## config.mk

```make
export PLATFORM = sky130hd
export DESIGN_NAME = multi_debouncer
export DESIGN_NICKNAME = d
export VERILOG_FILES = /design/src/rtl/multi_debouncer.sv
export SDC_FILE = /design/constraint.sdc
export NUM_CORES = 1
export LEC_CHECK = 0
export CAP_MARGIN = 20
export CORE_UTILIZATION = 59
export CTS_CLUSTER_DIAMETER = 50
export DETAILED_ROUTE_END_ITERATION = 8
export PLACE_DENSITY = 0.82
export RECOVER_POWER = 25
export SLEW_MARGIN = 20
export SYNTH_ARGS = -nofsm -noshare
export SYNTH_HDL_FRONTEND = slang
export SYNTH_SLANG_ARGS = --single-unit
```

## constraint.sdc

```tcl
create_clock -name clk -period 2.15 [get_ports clk]
set_input_delay 0.215 -clock clk [delete_from_list [all_inputs] [get_ports clk]]
set_output_delay 0.215 -clock clk [all_outputs]
set_load 0.01 [all_outputs]
```

## src/rtl/multi_debouncer.sv

```systemverilog
// rtl/multi_debouncer.sv - N-channel two-flop synchroniser + stability-counter debouncer with rise/fall strobes
// Optional long-press detector enabled by defining MULTI_DEBOUNCER_LONG_PRESS_EN.
module multi_debouncer #(
    parameter int   CHANNELS      = 4,
    parameter int   STABLE_CYCLES = 786432,
    parameter int   CNT_W         = 20,
    parameter logic INIT_LEVEL    = 1'b0,
    parameter int   HOLD_CYCLES   = 50000000
) (
    input  logic                clk,
    input  logic                rst_n,
    input  logic [CHANNELS-1:0] raw,
    output logic [CHANNELS-1:0] clean,
    output logic [CHANNELS-1:0] rise,
    output logic [CHANNELS-1:0] fall,
    output logic [CHANNELS-1:0] hold
);

    localparam logic [CNT_W-1:0] CNT_MAX = CNT_W'(STABLE_CYCLES - 1);
    localparam logic [CNT_W-1:0] CNT_ONE = CNT_W'(1);

    if (CHANNELS < 1 || CHANNELS > 32 || STABLE_CYCLES < 2 || HOLD_CYCLES < 1 ||
        (2 ** CNT_W) <= STABLE_CYCLES) begin : g_bad_params
        $error("multi_debouncer: illegal parameter combination");
    end

    logic [CHANNELS-1:0] sync1_q, sync2_q;
    logic [CHANNELS-1:0] clean_q, clean_d;
    logic [CHANNELS-1:0] rise_q, rise_d;
    logic [CHANNELS-1:0] fall_q, fall_d;
    logic [CNT_W-1:0]    cnt_q [CHANNELS];
    logic [CNT_W-1:0]    cnt_d [CHANNELS];

    // The counter only runs while the synchronised input disagrees with the clean level.
    always_comb begin
        clean_d = clean_q;
        rise_d  = '0;
        fall_d  = '0;
        for (int i = 0; i < CHANNELS; i++) begin
            cnt_d[i] = '0;
            if (sync2_q[i] != clean_q[i]) begin
                if (cnt_q[i] == CNT_MAX) begin
                    clean_d[i] = sync2_q[i];
                    rise_d[i]  = sync2_q[i];
                    fall_d[i]  = ~sync2_q[i];
                end else begin
                    cnt_d[i] = cnt_q[i] + CNT_ONE;
                end
            end
        end
    end

    always_ff @(posedge clk) begin
        if (!rst_n) begin
            sync1_q <= {CHANNELS{INIT_LEVEL}};
            sync2_q <= {CHANNELS{INIT_LEVEL}};
            clean_q <= {CHANNELS{INIT_LEVEL}};
            rise_q  <= '0;
            fall_q  <= '0;
            for (int i = 0; i < CHANNELS; i++) begin
                cnt_q[i] <= '0;
            end
        end else begin
            sync1_q <= raw;
            sync2_q <= sync1_q;
            clean_q <= clean_d;
            rise_q  <= rise_d;
            fall_q  <= fall_d;
            for (int i = 0; i < CHANNELS; i++) begin
                cnt_q[i] <= cnt_d[i];
            end
        end
    end

    assign clean = clean_q;
    assign rise  = rise_q;
    assign fall  = fall_q;

`ifdef MULTI_DEBOUNCER_LONG_PRESS_EN
    localparam logic [CNT_W-1:0] HOLD_MAX = CNT_W'(HOLD_CYCLES);
    localparam logic [CNT_W-1:0] HOLD_PRE = CNT_W'(HOLD_CYCLES - 1);

    logic [CNT_W-1:0]    hcnt_q [CHANNELS];
    logic [CNT_W-1:0]    hcnt_d [CHANNELS];
    logic [CHANNELS-1:0] hold_q, hold_d;

    // Saturation at HOLD_MAX is what keeps the pulse from repeating during one press.
    always_comb begin
        hold_d = '0;
        for (int i = 0; i < CHANNELS; i++) begin
            hcnt_d[i] = '0;
            if (clean_q[i]) begin
                hcnt_d[i] = (hcnt_q[i] == HOLD_MAX) ? hcnt_q[i] : hcnt_q[i] + CNT_ONE;
                hold_d[i] = (hcnt_q[i] == HOLD_PRE);
            end
        end
    end

    always_ff @(posedge clk) begin
        if (!rst_n) begin
            hold_q <= '0;
            for (int i = 0; i < CHANNELS; i++) begin
                hcnt_q[i] <= '0;
            end
        end else begin
            hold_q <= hold_d;
            for (int i = 0; i < CHANNELS; i++) begin
                hcnt_q[i] <= hcnt_d[i];
            end
        end
    end

    assign hold = hold_q;
`else
    assign hold = '0;
`endif

endmodule

```

==> results by group <==
Timing
  – Fin. Hold Viols: 0
  – Final setup margin: 170.4 ps
  – Fin crit share: 92.07%
  – Hold Slack: 429.4 ps
  – Setup violators final: 0
  – RSZ-0062 raised after global routing: false
  – Final setup skew: 5.988 ps
  – Worst-Margin Slew: 586.4 ps
  – Fmax: 505.2 MHz
  – Min Tclk post-route: 1980 ps
  – Setup TNS: 0 ps
  – Slew Limit Fails: 0
  – Rel. slew slack: 60.91%

Yosys
  – Synth async-reset ratio: 0%
  – Post-Synthesis Cells: 493
  – Post-synth top flop: dfxtp_1
  – Area fraction of the dominant cell type after synthesis: 46.31%
  – Register area share after synthesis: 46.31%
  – Post-synth EDFFs: 0
  – Synth Register Bits: 100
  – Syn Area/Cell: 8.769 um2
  – Top post-synthesis cells by area: dfxtp_1, xor2_1, nor2_1
  – Yosys cell types: 46
  – Yosys top cell by area: dfxtp_1
  – Cell with the most instances after synthesis: dfxtp_1
  – Yosys warning total: 0
  – Mapped Area: 0.004323 mm2
  – Post-synth top cells: dfxtp_1, nor2_1, nand3_1

Clock tree
  – Clk Latency, worst-skew pair: 360 ps
  – Clock Path Buffers: 2
  – Clock sink total: 100
  – CTS tree: done
  – CTS Root Cell: clkbuf_8
  – Max H-tree Level: 3
  – Post-CTS Hold Buffers: 0
  – Reg clk slew, reported paths: 90 ps
  – TritonCTS Buffers: 9

Critical path
  – Critical path data arrival time: 2230 ps
  – WS Path Type: register to register
  – Crit-path max FO: 16
  – Cells on worst reg2reg path: 7
  – Startpoint Class: register
  – Worst EP required: 2400 ps
  – CP endpoint kind: register

Floorplan
  – Die Span X: 87.60 um
  – Area of the core: 0.006944 mm2
  – Die height: 87.60 um
  – Core Rows: 30
  – I/O pins: 22
  – Starting density of the core: 62.25%
  – Die footprint: 0.007673 mm2

Detailed routing
  – Vias per cell: 5.661
  – Final WL: 8164 um
  – DR vias: 3493
  – TritonRoute pass-1 iters: 4
  – DRC errors left: 0
  – DR WL/cell: 13.23 um
  – Number of DRC markers in iteration 0: 133
  – Antenna Nets Post-Route: 0

Layout
  – Fillers: 555
  – FF+latch area: 0.002002 mm2
  – Final nets: 525
  – Final Util: 69.39%
  – Fraction of layout cells with a size suffix above 1: 6.346%
  – Footprint of the multi-input gates: 0.002187 mm2
  – Area grow syn2layout: 11.46%

Power and ir drop
  – Power Density: 670.2 mW/mm2
  – VDD IR max: 413.9 uV
  – Final Power: 3.229 mW
  – Static leakage: 1.545 nW

Global routing
  – Met2 Use GR: 39.13%
  – Met1 Resource Use GR: 27.19%
  – Grt total ovfl: 0
  – Gr busiest metal: met2
  – Largest net degree at the start of global routing: 19
  – Met3 Track Usage GR: 6.598%
  – GRT Util Overall: 22.97%
  – Number of global-route vias before repair: 3173
  – Antenna violations before repair: 1
  – Global-route wire length before repair: 13740 um

Placed design
  – Gpl congestion: 0.7996
  – Worst slack at placement: 132.2 ps
  – Hpwl dp: 5749 um
  – I/O Buffers: 17

Min path
  – Min-Delay Path Class: input pin to register
  – Hold Path Depth: 2

Status
  – Status: finished, final reports clean

Flow run
  – Max_cap viols: 0
per-stage QoR:
| stage | area (um2) | instances |
|---|---|---|
| 2_1_floorplan | 4334 | 496 |
| 3_3_place_gp | 4584 | 598 |
| 3_5_place_dp | 4584 | 598 |
| 4_1_cts | 4808 | 614 |
| 5_1_grt | 4818 | 617 |
| 6_report | 4818 | 617 |
cell families after synthesis:
kind of cell             count (synthesis)  share of synthesized area [%]
adder cells (fa/ha/maj)                  4                          1.158
AO/OA/AOI/OAI                           65                          8.771
other                                    1                        0.08675
AND/OR/NAND/NOR                        243                          30.30
buffers and inverters                   31                          3.357
multiplexers                             3                         0.6947
XOR/XNOR                                46                          9.320
flip-flops                             100                          46.31
placed cells by master, fill, tap and decap left out, types with 7 or more instances in the layout:
cell type and instances:
and2_1 9, nand4_1 21, nand3_1 37, xnor2_1 18, nor3_1 11, or3_1 18
dfxtp_1 100, dlygate4sd3_1 13, buf_4 8, and4_1 12, nor2_1 57, and3_1 12
a21oi_1 27, xor2_1 28, clkbuf_8 10, or4_1 9, nand2_1 31, nor4_1 7
inv_1 12, o21ai_0 23
flip-flops by register name (all words and copies together), names as in the netlist:
register	count
clean	4
cnt_q	80
fall	4
rise	4
sync1_q	4
sync2_q	4
area by class of cell:
cell class / count / area share [%]
Antenna cell: 1 / 0.05193
Clock buffer: 10 / 2.856
Clock inverter: 6 / 1.792
Inverter: 12 / 0.9348
Multi-Input combinational cell: 365 / 45.39
Sequential cell: 100 / 41.55
Tap cell: 96 / 2.493
Timing Repair Buffer: 27 / 4.934
worst paths after layout:
kind / from / end / slack (ps)
max: cnt_q[1][0]$_SDFF_PP0_ / cnt_q[1][10]$_SDFF_PP0_ / 170
min: raw[2] / sync1_q[2]$_SDFF_PN0_ / 430
max reg2reg: cnt_q[1][0]$_SDFF_PP0_ / cnt_q[1][10]$_SDFF_PP0_ / 170
min reg2reg: sync1_q[1]$_SDFF_PN0_ / sync2_q[1]$_SDFF_PN0_ / 440
routing by layer:
metal,vias up,routed length [um]
met5,-,0
met4,0,127
met3,13,308
met2,62,4075
met1,1625,3653
li1,1793,-
worst max-delay path, stage by stage (launching register included):
cell and delay, ps:
dfxtp_1 410, ha_1 230, and4_1 310, nand4_1 270, buf_4 230, o21ai_1 120
buf_4 220, nor2_1 80
report_power, final:
| part | switching (mW) | internal, mW |
|---|---|---|
| Sequential | 0.00555 | 1.86 |
| Clock | 0.630 | 0.687 |
| Combinational | 0.0286 | 0.0185 |
| Total | 0.664 | 2.57 |
repair_timing:
action,in CTS,in global routing
setup endpoints to repair,0,1
setup buffers,0,2
gates resized for setup,0,0
(Power assumes the default switching activity.)
